**src/rtl/fetch_queue.sv**
```systemverilog
// Fetch-to-decode instruction queue.
// Circular buffer of {nPC, IR} pairs. The head entry is presented to decode
// in first-word-fall-through fashion. A taken-branch flush empties the queue.
// When the queue is empty the outputs are forced to zero, which decode sees
// as a NOP.

`ifndef WORD
`define WORD 32
`endif

module fetch_queue #(
    parameter int WORD  = `WORD,
    parameter int DEPTH = 4
) (
    input  logic                     clk,
    input  logic                     reset,
    input  logic                     in_valid,
    output logic                     in_ready,
    input  logic [WORD-1:0]          in_npc,
    input  logic [WORD-1:0]          in_ir,
    output logic                     out_valid,
    input  logic                     out_ready,
    output logic [WORD-1:0]          out_npc,
    output logic [WORD-1:0]          out_ir,
    input  logic                     flush,
    output logic [$clog2(DEPTH):0]   count
);

    localparam int AW = $clog2(DEPTH);
    localparam int CW = AW + 1;
    localparam logic [CW-1:0] FULL_COUNT = CW'(DEPTH);

    logic [2*WORD-1:0] storage [DEPTH];
    logic [AW-1:0]     wrPtr;
    logic [AW-1:0]     rdPtr;
    logic [2*WORD-1:0] headEntry;
    logic              pushEn;
    logic              popEn;

    // Handshake qualification; flush wins over both sides. in_ready is
    // decoded from count alone, so a pop in the same cycle cannot open a
    // slot for a push when the queue is full.
    always_comb begin
        in_ready  = (count < FULL_COUNT);
        out_valid = (count != '0);
        pushEn    = in_valid  && in_ready  && !flush;
        popEn     = out_valid && out_ready && !flush;
    end

    // Pointer and occupancy state; pointers wrap naturally as DEPTH is a power of two.
    always_ff @(posedge clk or negedge reset) begin
        if (!reset) begin
            wrPtr <= '0;
            rdPtr <= '0;
            count <= '0;
        end else if (flush) begin
            wrPtr <= '0;
            rdPtr <= '0;
            count <= '0;
        end else begin
            if (pushEn) begin
                wrPtr <= wrPtr + 1'b1;
            end
            if (popEn) begin
                rdPtr <= rdPtr + 1'b1;
            end
            case ({pushEn, popEn})
                2'b10:   count <= count + 1'b1;
                2'b01:   count <= count - 1'b1;
                default: count <= count;
            endcase
        end
    end

    // Entry storage; left uncleared by reset since occupancy gates visibility.
    always_ff @(posedge clk) begin
        if (pushEn) begin
            storage[wrPtr] <= {in_npc, in_ir};
        end
    end

    // Head presentation: zero (NOP) whenever the queue is empty.
    always_comb begin
        headEntry = storage[rdPtr];
        out_npc   = '0;
        out_ir    = '0;
        if (out_valid) begin
            out_npc = headEntry[2*WORD-1:WORD];
            out_ir  = headEntry[WORD-1:0];
        end
    end

endmodule

```
**config.mk**
```make
export PLATFORM = sky130hd
export DESIGN_NAME = fetch_queue
export DESIGN_NICKNAME = d
export VERILOG_FILES = /design/src/rtl/fetch_queue.sv
export SDC_FILE = /design/constraint.sdc
export NUM_CORES = 1
export LEC_CHECK = 0
export BUFFER_PORTS_ARGS = -buffer_cell sky130_fd_sc_hd__buf_2
export CAP_MARGIN = 20
export CELL_PAD_IN_SITES_DETAIL_PLACEMENT = 0
export CELL_PAD_IN_SITES_GLOBAL_PLACEMENT = 1
export CORE_ASPECT_RATIO = 0.8
export CORE_MARGIN = 3
export CORE_UTILIZATION = 35
export DETAILED_ROUTE_END_ITERATION = 16
export MAX_ROUTING_LAYER = met4
export PLACE_DENSITY = 0.62
export SYNTH_ARGS = -nofsm -noshare
export SYNTH_HDL_FRONTEND = slang
export SYNTH_SLANG_ARGS = --single-unit
```
**constraint.sdc**
```tcl
create_clock -name clk -period 5.14 [get_ports clk]
set_input_delay 1.028 -clock clk [delete_from_list [all_inputs] [get_ports clk]]
set_output_delay 1.028 -clock clk [all_outputs]
set_load 0.02 [all_outputs]
```
==> impl_metrics.toml <==
[cells_and_area]
drive_above_1_share_pct = 38.8
layout_commonest_cell = "edfxtp_1"
final_cells = 1000
fill_cells = 2532
nNetsFinal = 681
synthToLayoutAreaGrowth_pct = 18.3
final_cell_mix = "edfxtp_1 (256), buf_2 (137), mux4_2 (64), and2_1 (64), clkbuf_16 (27)"

[grt]
grt_pass1_vias = 5440
grt_max_degree = 68
grt.total_usage_pct = 13.6
grt_overflow = 0
grt_pass1_wl_um = 31700
grt_antenna_before_repair = 3

[placed_design]
post-place-ws_ps = 1850
dp_hpwl_um = 11500
gp_congestion = 0.677
port_buffers = 137
dp.cells = 947

[timing]
slew_headroom_pct = 30.6
fin_setup_tns_ps = 0
setup_viol = 0
fin_skew_ps = 8.10
rsz0062_at_grt = "no"
max_freq_ghz = 0.267
hold_viol = 0
tightestPinTransition_ps = 1040
fin_crit_sh_pct = 72.9
timing.final.ws_setup_ps = 1390
drv_slew = 0
fin_crit_ps = 3750

[worst_setup_path]
r2r-start = "count[0]$_DFFE_PN0P_"
crit_fanout = 34
end_kind = "output port"
r2r_slack_ps = 2440
cp-startpoint = "rdPtr[0]$_DFFE_PN0P_"
cp.required_ps = 4110
start_kind = "flop"
crit_type = "flop to output port"
arrival_ps = 2720

[clocking]
cts_sinks = 263
cts.clk_slew.worst_paths_ps = 60
cts_tree = "yes"
root_buffer = "clkbuf_16"
post_cts_buffers = 0
clockBufferDepth = 3
htree_num_levels = 1
cts_resized = 0
cts_hold_buf = 0
cts_inserted_buffers = 27
clk_latency_ps = 520

[pwr]
ir_drop_mv = 0.224
power_uw = 4750
leakage_uw = 0.00407
power_density_nw_per_um2 = 395

[synth]
synth_fa_ha_area_share_pct = 0.690
synth_edf_count = 256
avgSynthCellArea_um2 = 22.0
yosys_warnings = 0
ys_seq_area_share_pct = 77.4
synth_compound_gate_area_share_pct = 0.406
async_reset_ff_share_pct = 2.66
synth_top_family_by_area = "multiplexers"
synth-simple-area-share_pct = 5.22
synth_cells = 462
synth_ff_type = "edfxtp_1"
netlist_area_um2 = 10200
yosysUniqueCellTypes = 26
synth_xor_area_share_pct = 0.431
yosys-mux-area-fraction_pct = 14.4
syn_nets = 536
synth-seq-cells = 263

[drt]
route.detailed.wl_per_inst_um = 20.2
ant_nets = 0
drt_iter0_markers = 293
post_drt_via_cell_ratio = 4.84
wl_um = 20200
drc = 0
drt_first_pass_iters = 4
via_count = 4838

[die]
fp.coreArea_um2 = 28400
die_area_um2 = 31100
start_util_pct = 35.7
die_h_um = 158
std_cell_rows = 55
ios = 138
die-width_um = 196

[run]
max-cap-violations = 0

[hold_path]
hp-class = "input pin to async pin"

[outcome]
outcome = "complete, no violations"
Yosys cell counts, types with 2 or more instances:
cell type    n  share of area (%)
nand2_1      6               0.22
nand2b_1     2               0.12
mux2i_1      2               0.20
dfrtp_1      7                1.7
o21ai_0      3               0.15
a31oi_1      2               0.12
and2_1      68                4.2
nor2_1       5               0.18
buf_6        5               0.55
clkbuf_1     9               0.33
edfxtp_1   256                 76
xor2_1       3               0.26
buf_2        9               0.44
ha_1         4               0.49
mux4_2      64                 14
inv_1        4               0.15
xnor2_1      2               0.17
nand3_1      3               0.15
where the power goes:
| part | leakage, uW | switching [uW] | total (uW) | internal, uW |
|---|---|---|---|---|
| Clock | 0.000368 | 756 | 1730 | 970 |
| Combinational | 0.00128 | 309 | 546 | 237 |
| Sequential | 0.00241 | 51.5 | 2480 | 2430 |
| Total | 0.00407 | 1120 | 4750 | 3640 |
path summary, 6_finish.rpt:
path                                   endpoint  cells after the start
min reg2reg                wrPtr[1]$_DFFE_PN0P_                      2
min in group clk           wrPtr[1]$_DFFE_PN0P_                      2
max reg2reg                count[2]$_DFFE_PN0P_                      6
min                        rdPtr[1]$_DFFE_PN0P_                      1
max                                   out_ir[1]                      4
max in group asynchronous  rdPtr[0]$_DFFE_PN0P_                      1
state kept, by name (all words and copies together) (netlist names):
register / flops
storage: 256
wrPtr: 2
rdPtr: 2
count: 3
cell families after synthesis:
kind of cell | count (synthesis)
AND/OR/NAND/NOR | 89
buffers and inverters | 27
AO/OA/AOI/OAI | 7
adder cells (fa/ha/maj) | 5
XOR/XNOR | 5
multiplexers | 66
flip-flops | 263
routing by layer:
layer  share of wire, %  global-route usage (%)
met1                 45                    17.8
met2                 49                    22.3
met3                4.4                    2.60
met4                2.4                    3.26
met5                  0                       -
critical path, stage by stage (launching register included):
cell,delay (ps)
dfrtp_4,900
buf_12,370
mux4_2,570
and2_1,190
buf_2,160
layout make-up:
class,instances,area [um^2],share of cell area (%)
Timing Repair Buffer,139,733,6.10
Tap cell,370,463,3.85
Clock buffer,38,717,5.96
Antenna cell,3,7.51,0.0624
Sequential cell,263,7870,65.5
Inverter,4,15.0,0.125
Multi-Input combinational cell,172,2160,17.9
Clock inverter,11,60.1,0.500
through the flow:
step / hold WS, ps / util [%] / area (um^2)
2_1_floorplan: 543 / - / 10200
3_3_place_gp: 554 / 39.4 / 11200
3_5_place_dp: 603 / 39.4 / 11200
4_1_cts: 298 / 42.2 / 12000
5_1_grt: 315 / 42.3 / 12000
6_report: 326 / 42.3 / 12000
Note: power is estimated with default switching activity, not from simulation.
